$ cat src/rtl/mrav_timer_if.sv
// Bus-decoder handshake for the mrav timer.
// Master is the decoder/core side, slave is the timer.
interface mrav_timer_if #(
    parameter int AW = 32,
    parameter int DW = 32
) ();
    logic          dev_read;
    logic          dev_write;
    logic [AW-1:0] dev_addr;
    logic [DW-1:0] dev_cpu_data_out;
    logic [DW-1:0] dev_cpu_data_in;
    logic          dev_read_done;
    logic          dev_write_done;

    modport master (
        output dev_read,
        output dev_write,
        output dev_addr,
        output dev_cpu_data_out,
        input  dev_cpu_data_in,
        input  dev_read_done,
        input  dev_write_done
    );

    modport slave (
        input  dev_read,
        input  dev_write,
        input  dev_addr,
        input  dev_cpu_data_out,
        output dev_cpu_data_in,
        output dev_read_done,
        output dev_write_done
    );
endinterface

$ cat src/rtl/mrav_timer.sv
// Memory-mapped prescaled timer with compare match, auto-reload and irq.
// Bus transactions complete one cycle after the request.
module mrav_timer #(
    parameter int MRAV_ADDR_WIDTH = 32,
    parameter int MRAV_DATA_WIDTH = 32,
    parameter logic [MRAV_ADDR_WIDTH-1:0] BASE_ADDR =
        MRAV_ADDR_WIDTH'(32'h0000_1000)
) (
    input  logic clk,
    input  logic rst,
    mrav_timer_if.slave bus,
    output logic irq
);
    localparam int AW = MRAV_ADDR_WIDTH;
    localparam int DW = MRAV_DATA_WIDTH;

    typedef enum logic {
        IDLE,
        RESP
    } state_e;

    typedef enum logic [2:0] {
        SEL_CTRL,
        SEL_PRE,
        SEL_CMP,
        SEL_CNT,
        SEL_STAT,
        SEL_NONE
    } sel_e;

    state_e        state_q, state_d;
    logic          wr_q, wr_d;
    logic [DW-1:0] rdata_q, rdata_d;
    logic [2:0]    ctrl_q, ctrl_d;
    logic [DW-1:0] pre_q, pre_d;
    logic [DW-1:0] cmp_q, cmp_d;
    logic [DW-1:0] cnt_q, cnt_d;
    logic          match_q, match_d;
    logic [DW-1:0] psc_q, psc_d;

    logic [AW-1:0] off;
    sel_e          sel;
    logic [DW-1:0] rd_val;
    logic          req;
    logic          wr_en;
    logic          tick;
    logic          hit;
    logic          clr;

    assign off = bus.dev_addr - BASE_ADDR;

    always_comb begin
        sel = SEL_NONE;
        case (off)
            AW'(32'h00): sel = SEL_CTRL;
            AW'(32'h04): sel = SEL_PRE;
            AW'(32'h08): sel = SEL_CMP;
            AW'(32'h0C): sel = SEL_CNT;
            AW'(32'h10): sel = SEL_STAT;
            default:     sel = SEL_NONE;
        endcase
    end

    always_comb begin
        rd_val = '0;
        case (sel)
            SEL_CTRL: rd_val = {{(DW-3){1'b0}}, ctrl_q};
            SEL_PRE:  rd_val = pre_q;
            SEL_CMP:  rd_val = cmp_q;
            SEL_CNT:  rd_val = cnt_q;
            SEL_STAT: rd_val = {{(DW-1){1'b0}}, match_q};
            default:  rd_val = '0;
        endcase
    end

    assign req   = bus.dev_read | bus.dev_write;
    assign wr_en = (state_q == IDLE) && bus.dev_write;

    // Bus FSM: a write wins over a simultaneous read.
    always_comb begin
        state_d = state_q;
        wr_d    = wr_q;
        rdata_d = rdata_q;
        unique case (state_q)
            IDLE: begin
                if (req) begin
                    state_d = RESP;
                    wr_d    = bus.dev_write;
                    rdata_d = bus.dev_write ? '0 : rd_val;
                end
            end
            RESP: begin
                state_d = IDLE;
                wr_d    = 1'b0;
                rdata_d = '0;
            end
            default: state_d = IDLE;
        endcase
    end

    assign tick = ctrl_q[0] && (psc_q == pre_q);
    assign hit  = tick && (cnt_q == cmp_q);
    assign clr  = wr_en && (sel == SEL_STAT) &&
                  bus.dev_cpu_data_out[0];

    // Timer datapath; bus writes are applied last so they win.
    always_comb begin
        ctrl_d  = ctrl_q;
        pre_d   = pre_q;
        cmp_d   = cmp_q;
        cnt_d   = cnt_q;
        psc_d   = psc_q;
        match_d = (match_q && !clr) || hit;

        if (ctrl_q[0]) begin
            psc_d = tick ? '0 : psc_q + DW'(1);
        end
        if (tick) begin
            cnt_d = (hit && ctrl_q[1]) ? '0 : cnt_q + DW'(1);
        end

        if (wr_en) begin
            case (sel)
                SEL_CTRL: begin
                    ctrl_d = bus.dev_cpu_data_out[2:0];
                    if (bus.dev_cpu_data_out[0] && !ctrl_q[0]) begin
                        psc_d = '0;
                    end
                end
                SEL_PRE: begin
                    pre_d = bus.dev_cpu_data_out;
                    psc_d = '0;
                end
                SEL_CMP: cmp_d = bus.dev_cpu_data_out;
                SEL_CNT: cnt_d = bus.dev_cpu_data_out;
                default: ;
            endcase
        end
    end

    always_ff @(posedge clk) begin
        if (rst) begin
            state_q <= IDLE;
            wr_q    <= 1'b0;
            rdata_q <= '0;
            ctrl_q  <= '0;
            pre_q   <= '0;
            cmp_q   <= '0;
            cnt_q   <= '0;
            match_q <= 1'b0;
            psc_q   <= '0;
        end else begin
            state_q <= state_d;
            wr_q    <= wr_d;
            rdata_q <= rdata_d;
            ctrl_q  <= ctrl_d;
            pre_q   <= pre_d;
            cmp_q   <= cmp_d;
            cnt_q   <= cnt_d;
            match_q <= match_d;
            psc_q   <= psc_d;
        end
    end

    // Outputs are forced low while reset is held.
    always_comb begin
        bus.dev_read_done  = 1'b0;
        bus.dev_write_done = 1'b0;
        bus.dev_cpu_data_in = '0;
        if (!rst && state_q == RESP) begin
            bus.dev_read_done   = !wr_q;
            bus.dev_write_done  = wr_q;
            bus.dev_cpu_data_in = wr_q ? '0 : rdata_q;
        end
    end

    assign irq = !rst && match_q && ctrl_q[2];
endmodule

$ cat src/flat_wrapper.sv
// flat-port wrapper written by rule: the top's interface ports become plain ports
module mrav_timer_flat 
#(
    parameter int MRAV_ADDR_WIDTH = 32,
    parameter int MRAV_DATA_WIDTH = 32,
    parameter logic [MRAV_ADDR_WIDTH-1:0] BASE_ADDR =
        MRAV_ADDR_WIDTH'(32'h0000_1000)
)
  (clk, rst, irq, bus_dev_read, bus_dev_write, bus_dev_addr, bus_dev_cpu_data_out, bus_dev_cpu_data_in, bus_dev_read_done, bus_dev_write_done);
  mrav_timer_if #(.AW(32), .DW(32)) bus_i ();
  input  logic clk;
  input  logic rst;
  output logic irq;
  input wire logic [$bits(bus_i.dev_read)-1:0] bus_dev_read;
  input wire logic [$bits(bus_i.dev_write)-1:0] bus_dev_write;
  input wire logic [$bits(bus_i.dev_addr)-1:0] bus_dev_addr;
  input wire logic [$bits(bus_i.dev_cpu_data_out)-1:0] bus_dev_cpu_data_out;
  output wire logic [$bits(bus_i.dev_cpu_data_in)-1:0] bus_dev_cpu_data_in;
  output wire logic [$bits(bus_i.dev_read_done)-1:0] bus_dev_read_done;
  output wire logic [$bits(bus_i.dev_write_done)-1:0] bus_dev_write_done;
  assign bus_i.dev_read = bus_dev_read;
  assign bus_i.dev_write = bus_dev_write;
  assign bus_i.dev_addr = bus_dev_addr;
  assign bus_i.dev_cpu_data_out = bus_dev_cpu_data_out;
  assign bus_dev_cpu_data_in = bus_i.dev_cpu_data_in;
  assign bus_dev_read_done = bus_i.dev_read_done;
  assign bus_dev_write_done = bus_i.dev_write_done;
  mrav_timer #(.MRAV_ADDR_WIDTH(MRAV_ADDR_WIDTH), .MRAV_DATA_WIDTH(MRAV_DATA_WIDTH), .BASE_ADDR(BASE_ADDR)) u_core (.clk(clk), .rst(rst), .bus(bus_i), .irq(irq));
endmodule
$ cat config.mk
export PLATFORM = sky130hd
export DESIGN_NAME = mrav_timer_flat
export DESIGN_NICKNAME = d
export VERILOG_FILES = /design/src/rtl/mrav_timer_if.sv /design/src/rtl/mrav_timer.sv /design/src/flat_wrapper.sv
export SDC_FILE = /design/constraint.sdc
export NUM_CORES = 1
export LEC_CHECK = 0
export ABC_CLOCK_PERIOD_IN_PS = 2400
export CAP_MARGIN = 25
export CORE_ASPECT_RATIO = 1.5
export CORE_MARGIN = 2
export CORE_UTILIZATION = 40
export DETAILED_ROUTE_END_ITERATION = 6
export GPL_ROUTABILITY_DRIVEN = 0
export PLACE_DENSITY_LB_ADDON = 0.05
export SYNTH_ARGS = -nofsm -noshare
export SYNTH_HDL_FRONTEND = slang
export SYNTH_SLANG_ARGS = --single-unit
$ cat constraint.sdc
create_clock -name clk -period 2.4 [get_ports clk]
set_input_delay 0.36 -clock clk [delete_from_list [all_inputs] [get_ports clk]]
set_output_delay 0.36 -clock clk [all_outputs]
set_load 0.01 [all_outputs]
# [Word level (Yosys, flattened, before mapping)]
# Index checks and enable logic that the tools add are counted.
[totals] out_inout_bits=35 elab_cells=68 in_bits=68 regBits=166
[classes] eq_ne=11 mux=22 addsub=3 bitwise=2 reduce_logical=21
[op_table] operator="32-bit two-way mux" n=12
[op_table] operator="32-bit case mux with 5 select lines" n=1
[op_table] operator="32-bit case mux with 2 select lines" n=2
[op_table] operator="32-bit by 1-bit adder with 32-bit output, second input constant" n=2
[op_table] operator="32-bit == test" n=2
[op_table] operator="32-bit by 4-bit == test with 1-bit output, second input constant" n=2
[op_table] operator="32-bit by 3-bit == test with 1-bit output, second input constant" n=1
[op_table] operator="32-bit by 5-bit == test with 1-bit output, second input constant" n=1
[op_table] operator="32-bit zero test" n=1
[op_table] operator="32-bit by 13-bit subtractor with 32-bit output, second input constant" n=1
[op_table] operator="3-bit case mux with 5 select lines" n=1
[op_table] operator="1-bit logical AND" n=11
[op_table] operator="3-bit by 2-bit == test with 1-bit output, second input constant" n=2
[op_table] operator="2-bit AND reduction" n=3
[op_table] operator="1-bit zero test" n=4
[op_table] operator="1-bit two-way mux" n=4
[op_table] operator="1-bit case mux with 2 select lines" n=2
[op_table] operator="3-bit by 1-bit == test with 1-bit output, second input constant" n=1
[op_table] operator="3-bit == test, second input constant" n=1
[op_table] operator="3-bit zero test" n=1
[op_table] operator="2-bit by 1-bit != test with 1-bit output, second input constant" n=1
[op_table] operator="1-bit logical OR" n=1
[op_table] operator="1-bit inverter" n=1
[op_table] operator="1-bit bitwise OR" n=1

# [Logic depth before layout (Yosys ltp)]
[depth] depth_word=9 depth_mapped=8

# [Worst setup path after synthesis]
# OpenSTA, ideal clock, no wires.
[synth_timing] path_kind="register to register" startpoint="reg u_core.cnt_q[20]" endpoint="reg u_core.cnt_q[20]" synth_period_minus_slack_ps=2122 path_slack_ps=278 required_ps=2282 path_buffers=2 arrival_time_ps=2004 path_stages_with_launch=9 setup_time_ps=118 cell_sequence="dfxtp_1 buf_6 xor2_1 nor4_2 nand4_1 or4b_4 o311ai_4 buf_6 o2bb2ai_2"
[synth_between] elab_chain_cells=7 word_cells_on_any_way=8 cone_classes="add/sub (1); eq/ne (1); mux (4); reduce/logical (2)"
[synth_rtl] element="start: declaration" line_no="mrav_timer.sv:37" rtl="logic [DW-1:0] cnt_q, cnt_d;"
[synth_rtl] element="start signal: assignment" line_no="mrav_timer.sv:159" rtl="cnt_q <= cnt_d;"
[synth_rtl] element="branches (longest 4 deep; another with 32-bit by 1-bit adder with 32-bit output)"
[synth_rtl] element="32-bit two-way mux *" line_no="mrav_timer.sv:118" rtl="if (tick) begin"
[synth_rtl] element="32-bit two-way mux" line_no="mrav_timer.sv:123" rtl="case (sel)"
[synth_rtl] element="32-bit two-way mux *" line_no="mrav_timer.sv:122" rtl="if (wr_en) begin"
# Every way passes the cells marked *.
# A chain may end at the register's enable or synchronous reset.

# [Worst setup path after layout]
[layout_timing] startpoint="reg u_core.cmp_q[2]" endpoint="reg u_core.cnt_q[27]"
[layout_between] elab_chain_cells=7
[layout_rtl] element="start: declaration" line_no="mrav_timer.sv:36" rtl="logic [DW-1:0] cmp_q, cmp_d;"
[layout_rtl] element="start signal: assignment" line_no="mrav_timer.sv:158" rtl="cmp_q <= cmp_d;"
[layout_rtl] element="32-bit == test *" line_no="mrav_timer.sv:102" rtl="assign hit = tick && (cnt_q == cmp_q);"
[layout_rtl] element="1-bit logical AND *" line_no="mrav_timer.sv:102"
[layout_rtl] element="1-bit logical AND *" line_no="mrav_timer.sv:119" rtl="cnt_d = (hit && ctrl_q[1]) ? '0 : cnt_q + DW'(1);"
[layout_rtl] element="32-bit two-way mux *" line_no="mrav_timer.sv:119"
[layout_rtl] element="32-bit two-way mux *" line_no="mrav_timer.sv:118"
[layout_rtl] element="32-bit two-way mux" line_no="mrav_timer.sv:123"
[layout_rtl] element="32-bit two-way mux *" line_no="mrav_timer.sv:122"
# Every way passes the cells marked *; elsewhere a longest branch is shown, timed or not.

==> impl_metrics.env <==
export IMPL_relSlewSlack_pct=52.8
export IMPL_yosysWarnings=0
export IMPL_maxCapViolCount=0
export IMPL_crit_fanout=9
export IMPL_overflow=0
export IMPL_core_sq_um=21700
export IMPL_rsz0062_at_grt="true"
export IMPL_start_util_pct=40.9
export IMPL_final_util_pct=54.5
export IMPL_portBuffers=102
export IMPL_clk_pin_slew_worst_paths_ns=0.06
export IMPL_via_per_inst=5.32
export IMPL_p_int_mw=4.62
export IMPL_num_rows=66
export IMPL_grt_pass1_wl_mm=46.3
export IMPL_irDropWorstVdd_mv=0.448
export IMPL_final_hold_viol_count=0
export IMPL_synth_area_leader_cell="dfxtp_1"
export IMPL_vias=8079
export IMPL_period_minus_slack_ns=2.44
export IMPL_htree_num_levels=4
export IMPL_ys_seq_area_share_pct=37.4
export IMPL_worst_ep_arrival_time_ns=2.77
export IMPL_synth_edf_count=0
export IMPL_grt_pass1_vias=8052
export IMPL_startpoint="u_core.cmp_q[2]"
export IMPL_dr_pass1_iters=5
export IMPL_ys_async_sr_fraction_pct=0
export IMPL_fmax_mhz=410
export IMPL_finClkSkew_ns=0.0112
export IMPL_clock_sinks=166
export IMPL_p_leak_nw=4.72
export IMPL_synth_area_leaders="dfxtp_1 37%, nand2_1 7.8%, xor2_1 6.5%, xnor2_1 5.8%, a21oi_1 5.5%"
export IMPL_cts_root_buffer="clkbuf_16"
export IMPL_pwr_share_seq_pct=46.0
export IMPL_num_nets_final=1304
export IMPL_period_share_pct=102
export IMPL_fin_setup_tns_ns=-0.614
export IMPL_clkLatencyLatePin_ns=0.44
export IMPL_area_delta_synth_final_pct=33.5
export IMPL_dieArea_sq_um=23400
export IMPL_cts_tree="done"
export IMPL_fill_cells=2052
export IMPL_rrSetupSlack_ns=-0.04
export IMPL_regToRegStartpoint="u_core.cmp_q[2]"
export IMPL_hp_start="rst"
export IMPL_syn_nets=1119
export IMPL_p_comb_share_pct=5.8
export IMPL_wirelength_mm=29.1
export IMPL_hpwl_mm=21.4
export IMPL_setup_worst_path_start_class="flop"
export IMPL_synth_commonest_cells="185 x nand2_1, 166 x dfxtp_1, 97 x a21oi_1"
export IMPL_violations="setup timing"
export IMPL_grt_usage_pct=25.2
export IMPL_setup_viol=28
export IMPL_drive_gt1_share_pct=19.8
export IMPL_required_ns=2.73
export IMPL_yosysTopAreaCellShare_pct=37.4
export IMPL_avgRoutedWirePerCell_um=19.2
export IMPL_drc_errors=0
export IMPL_grt_antenna_before_repair=0
export IMPL_holdCritPathClass="input pin to flop"
export IMPL_ys_ff_latch=166
export IMPL_syn_inst=1049
export IMPL_p_sw_share_pct=23.0
export IMPL_end_kind="flop"
export IMPL_tightest_slew_ns=0.708
export IMPL_synthDistinctLibCells=50
export IMPL_run_status="finished, violations left"
export IMPL_setup_ws_ns=-0.0397
export IMPL_ant_nets=0
export IMPL_cts_max_path_buffers=2
export IMPL_numCtsBuffers=17
export IMPL_synth_area_sq_um=8870
export IMPL_power_density_nw_per_um2=506
export IMPL_synth_flop_cell="dfxtp_1"
export IMPL_slew_violations=0
export IMPL_num_antenna_cells=0
export IMPL_synthMostInstantiatedCell="nand2_1"
export IMPL_drtIter0Drc=636
export IMPL_fp_dieH_um=186
export IMPL_syn_avg_cell_area_sq_um=8.46
export IMPL_grt_max_degree=58
export IMPL_ios=103
export IMPL_worstSetupPathType="flop to flop"
export IMPL_die_x_um=126
export IMPL_p_switching_mw=1.38
export IMPL_clkPwrFrac_pct=48.1
through the flow:
stage | std cells | power, mW | hold slack [ns] | instance area (sq um) | worst slack, ns
6_report | 1519 | 6.00 | 0.220 | 11800 | -0.0397
4_1_cts | 1518 | 6.04 | 0.206 | 11800 | -0.0987
5_1_grt | 1519 | 6.18 | 0.224 | 11800 | -0.0911
3_3_place_gp | 1481 | 3.15 | 0.430 | 11000 | -0.235
3_5_place_dp | 1481 | 3.15 | 0.438 | 11000 | -0.295
2_1_floorplan | 1049 | 2.93 | 0.417 | 8870 | 0.278
cell families after synthesis:
family / count (synthesis) / share of synthesized area, %
and+or+nand+nor: 461 / 27.5
AOI/OAI and AO/OA: 174 / 13.5
DFF: 166 / 37.4
xor gates and xnor gates: 125 / 12.3
buffers and inverters: 85 / 4.69
muxes: 36 / 4.22
adders and majority gates: 2 / 0.282
path summary, 6_finish.rpt:
kind | end | cells past startpoint
worst max-delay path | u_core.cnt_q[27] | 8
worst min-delay path | u_core.state_q | 2
worst max register to register | u_core.cnt_q[27] | 8
worst min register to register | u_core.rdata_q[3] | 2
routing by layer:
metal / vias up / share of wire [%] / track usage [%]
met5: - / 0 / 0
met4: 0 / 1.3 / 5.77
met3: 26 / 3.1 / 3.64
met2: 159 / 49 / 42.6
met1: 3909 / 46 / 33.9
li1: 3985 / - / -
cells in the final DEF (no fill, tap or decap), types with 16 or more instances in the layout:
cell / netlist / final
nand2_1: 185 / 184
dfxtp_1: 166 / 163
buf_4: 6 / 117
a21oi_1: 97 / 97
clkdlybuf4s50_1: 0 / 83
nor2_1: 78 / 77
xor2_1: 66 / 66
xnor2_1: 59 / 59
and2_1: 39 / 39
nand4_1: 35 / 35
mux2i_1: 34 / 34
o21ai_0: 34 / 34
nor4_2: 29 / 32
nand3_1: 29 / 28
o2bb2ai_2: 26 / 26
clkbuf_16: 0 / 18
dlymetal6s2s_1: 0 / 16
power groups by stage:
| stage | clock network [mW] | registers, mW | logic (mW) |
|---|---|---|---|
| 2_1_floorplan | 0 | 2.82 | 0.108 |
| 3_3_place_gp | 0 | 2.82 | 0.332 |
| 3_5_place_dp | 0 | 2.82 | 0.330 |
| 4_1_cts | 2.93 | 2.76 | 0.343 |
| 5_1_grt | 3.05 | 2.76 | 0.368 |
| 6_report | 2.89 | 2.76 | 0.349 |
registers in the layout, summed over array words and instances, names as in the netlist:
signal	count
u_core.cmp_q	32
u_core.cnt_q	32
u_core.pre_q	32
u_core.psc_q	32
u_core.rdata_q	32
u_core.ctrl_q	3
u_core.match_q	1
u_core.state_q	1
u_core.wr_q	1
final cells by class:
cell class,count,area [sq um],area share (%)
Tap cell,272,340,2.87
Multi-Input combinational cell,798,5190,43.8
Clock inverter,11,149,1.26
Timing Repair Buffer,239,2330,19.7
Clock buffer,21,460,3.89
Sequential cell,166,3330,28.1
Inverter,12,45.0,0.380
repair_timing:
item	4_1_cts	5_1_grt
setup buffers	3	0
setup endpoints to repair	63	54
pin swaps	5	4
hold buffers	0	0
cloned	2	1
gates resized for setup	9	21
worst max-delay path, cell delays in order, from the launching register on:
cell       delay, ns
dfxtp_1         0.32
xor2_1          0.18
nor4_2          0.32
nand4_1         0.22
or4b_4          0.60
o311ai_4        0.29
buf_6           0.19
buf_12          0.15
o2bb2ai_2       0.06
Power figures use the tool's default switching activity.
==> edit 1: new RTL, same flow settings <==
Reset style: asynchronous (`rst`), changed in one clocked block.
--- a/src/rtl/mrav_timer.sv
+++ b/src/rtl/mrav_timer.sv
@@ -139,5 +139,5 @@
     end
 
-    always_ff @(posedge clk) begin
+    always_ff @(posedge clk or posedge rst) begin
         if (rst) begin
             state_q <= IDLE;
Function: no difference found for any inputs over 4 cycles, from zero or initial values and one cycle with rst high; that may be too few to reach the edited logic, so the function may still have changed.
==> edit 1 against the unedited design <==
Cell count fell by 0.53%; cell area grew 13%; clock power shrank 6%; power grew 0.31%; highest routed layer is now met5; sequential cell count is the same; largest power group is now registers; largest cell class unchanged; the run still ends with setup timing left; synthesized area is 5.3% higher; core utilization up 3.6 points; wire length rose by 11%; critical endpoint is now u_core.cmp_q[26]; sequential power up 2%; setup slack got worse by 250 ps.
==> edit 1: results (changes against the unedited design) <==
DR WL met3 1482 µm (was 903 µm); final worst slack -287.8 ps (was -39.74 ps); largest net degree at the start of global routing 104 (was 58); r2r startpoint u_core.pre_q[12] (was u_core.cmp_q[2]); grt met1 use 32.70% (was 33.93%); layout cell share with drive strength beyond 1 28.03% (was 19.81%); class of the most critical hold timing path in2async (was in2reg); crit-path max FO 8 (was 9); Primary FF master, synth dfrtp_1 (was dfxtp_1); Layout Nets 1289 (was 1304); synthesized-area fraction occupied by adder cells 0.2679% (was 0.2820%); DRT iter0 DRCs 493 (was 636); xor/xnor share of the synthesized area 11.25% (was 12.34%); Post-CTS Setup Inserts 15 (was 3); Fin Clk Skew 11.94 ps (was 11.23 ps); Compound-Gate Fraction of Synth Area 9.389% (was 13.48%); worst vdd ir 0.4661 mV (was 0.4479 mV); post-synthesis sequential area ratio 44.47% (was 37.45%); number of cells after detailed placement 1449 (was 1481); post-CTS resize count 66 (was 9); Mean Syn Cell Area 9.474 µm² (was 8.460 µm²); Final Non-Filler Cells 1511 (was 1519); # setup viols final 119 (was 28); Min Hold Slack 233.7 ps (was 219.5 ps); Tot Pwr 6.016 mW (was 5.997 mW); slowest stage delay, CP 540 ps (was 600 ps); largest cells by area after synthesis dfrtp_1, xnor2_1, nand2_1, mux2_4, xor2_1 (was dfxtp_1, nand2_1, xor2_1, xnor2_1, a21oi_1); placed inst area 11790 µm² (was 11050 µm²); Crit Reg-Reg Endpoint u_core.cnt_q[10] (was u_core.cnt_q[27]); P_leak 6.546 nW (was 4.719 nW); worst slew pin tran 830.9 ps (was 708.0 ps); top sig layer met5 (was met4); failing checks setup timing (unchanged); Distinct cells, synth 54 (was 50); Filler cells 2040 (was 2052); Critical-path top delay cell or4_4 (was or4b_4); met3 Track Usage GR 4.198% (was 3.641%); flop2flop setup slack 50 ps (was -40 ps); post-DP HPWL 21570 µm (was 21430 µm); vias 8224 (was 8079); routing usage on met2 44.16% (was 42.64%); M1 WL 13070 µm (was 13430 µm); status finished, violations left (unchanged); Switching Share 23.63% (was 22.99%); total routed wirelength 32210 µm (was 29110 µm); first-pass GRT wire length 47510 µm (was 46330 µm); Seq power 2.82 mW (was 2.76 mW); crit path DAT 3020 ps (was 2770 ps); Mapped Nets 1056 (was 1119); GRT Overall Usage 25.99% (was 25.20%)
## edit 1: worst max path at each step
stage	startpoint	endpoint	slack (ps)
finish	bus_dev_addr[12]	u_core.cmp_q[26]	-290
global placement	bus_dev_addr[13]	u_core.cmp_q[22]	-1180
global route	bus_dev_addr[12]	u_core.cmp_q[21]	-350
detailed placement	bus_dev_addr[13]	u_core.cmp_q[26]	-1230
CTS	bus_dev_addr[15]	u_core.cmp_q[2]	-420
floorplan	rst	bus_dev_write_done	-1240
## edit 1: layout make-up
class / instances / area (µm²) / area share, %
well taps: 280 / 350.3 / 2.622
repair buffers: 274 / 2909 / 21.77
clock inverters: 7 / 68.82 / 0.5151
inverters: 11 / 45.04 / 0.3371
multi-input cells: 749 / 5328 / 39.88
clock buffers: 24 / 501.7 / 3.755
flip-flops and latches: 166 / 4158 / 31.12
## edit 1: worst register-to-register path, delay by kind of cell (launching register included)
family	cells	cell delay [ps]
xor+xnor	1	150
compound gates	2	260
flops	1	460
simple gates	4	1180
buf+inv	1	190
==> edit 2: new RTL, same settings <==
Made on the original files. `AW` is set to 32 in 2 places; all go to 16.
--- a/src/rtl/mrav_timer_if.sv
+++ b/src/rtl/mrav_timer_if.sv
@@ -2,5 +2,5 @@
 // Master is the decoder/core side, slave is the timer.
 interface mrav_timer_if #(
-    parameter int AW = 32,
+    parameter int AW = 16,
     parameter int DW = 32
 ) ();
--- a/src/flat_wrapper.sv
+++ b/src/flat_wrapper.sv
@@ -8,5 +8,5 @@
 )
   (clk, rst, irq, bus_dev_read, bus_dev_write, bus_dev_addr, bus_dev_cpu_data_out, bus_dev_cpu_data_in, bus_dev_read_done, bus_dev_write_done);
-  mrav_timer_if #(.AW(32), .DW(32)) bus_i ();
+  mrav_timer_if #(.AW(16), .DW(32)) bus_i ();
   input  logic clk;
   input  logic rst;
Ports: changed (resized bus_dev_addr); port bits go from 103 to 87. The function was not compared with the original's and may differ.
==> edit 2 against the unedited design <==
Wire length rose by 0.36%; global-route usage grew 0.82 points; sequential cell count is the same; clock power fell by 1%; clock skew increased by 6.7 ps; synthesized area shrank 3.7%; setup slack gained 130 ps; first-iteration DRC count down 30%; cell area fell by 8.2%; power decreased by 1.4%.
==> edit 2: results (changes against the unedited design) <==
status complete, no violations (was finished, violations left); number of cells after detailed placement 1412 (was 1481); delay-heaviest family, CP buffers and inverters (was simple AND/OR/NAND/NOR gates); list of most frequent post-synthesis cells nand2_1, dfxtp_1, nor2_1, a21oi_1, xnor2_1 (was nand2_1, dfxtp_1, a21oi_1, nor2_1, xor2_1); routing usage on met2 47.82% (was 42.64%); layout cell share with drive strength beyond 1 12.90% (was 19.81%); Switching Share 22.00% (was 22.99%); crit-path max FO 23 (was 9); xor/xnor share of the synthesized area 12.60% (was 12.34%); Hold Crit Start bus_dev_addr[2] (was rst); number of global-route vias before repair 7787 (was 8052); Distinct cells, synth 42 (was 50); DIE WIDTH 123.4 µm (was 125.6 µm); Signal buf overhead 15.10% (was 19.68%); Non-clock inverters 11 (was 12); CP Capture Point bus_dev_cpu_data_in[21] (was u_core.cnt_q[27]); Critical-path top delay cell clkdlybuf4s50_1 (was or4b_4); grt met1 use 28.77% (was 33.93%); slowest stage delay, CP 550 ps (was 600 ps); post-CTS resize count 5 (was 9); Fmax 432.4 MHz (was 409.9 MHz); WHS Path Cells 3 (was 2); synthesized instance count 1059 (was 1049); Layout Nets 1219 (was 1304); Reg area 3328 µm² (was 3329 µm²); r2r startpoint u_core.psc_q[22] (was u_core.cmp_q[2]); Post-CTS Setup Inserts 0 (was 3); GRT Overall Usage 26.02% (was 25.20%); DR WL met3 890 µm (was 903 µm)
## edit 2: cell count changes in the layout (fill, tap and decap cells not counted), moves of 11 or more
cell / unedited run / this run
buf_4: 117 / 67
nor4_1: 15 / 49
mux2i_1: 34 / 3
nor4_2: 32 / 1
a22o_1: 0 / 29
a22oi_1: 0 / 29
mux2_2: 1 / 29
o2bb2ai_2: 26 / 0
a21oi_1: 97 / 72
xor2_1: 66 / 53
xnor2_1: 59 / 70
## edit 2: logic make-up (layout without fill, tap and decap cells)
kind of cell	count (synthesis)	in the layout
adders and majority gates	2	2
buffers and inverters	89	208
and+or+nand+nor	476	476
DFF	166	166
muxes	35	35
xor gates and xnor gates	123	123
AOI/OAI and AO/OA	168	168
## edit 2: power by group through the flow
stage	logic (mW)	clock network, mW	registers, mW
global route	0.316	3.02	2.76
finish	0.300	2.85	2.76
detailed placement	0.286	0	2.82
CTS	0.288	2.91	2.76
floorplan	0.104	0	2.82
global placement	0.288	0	2.82
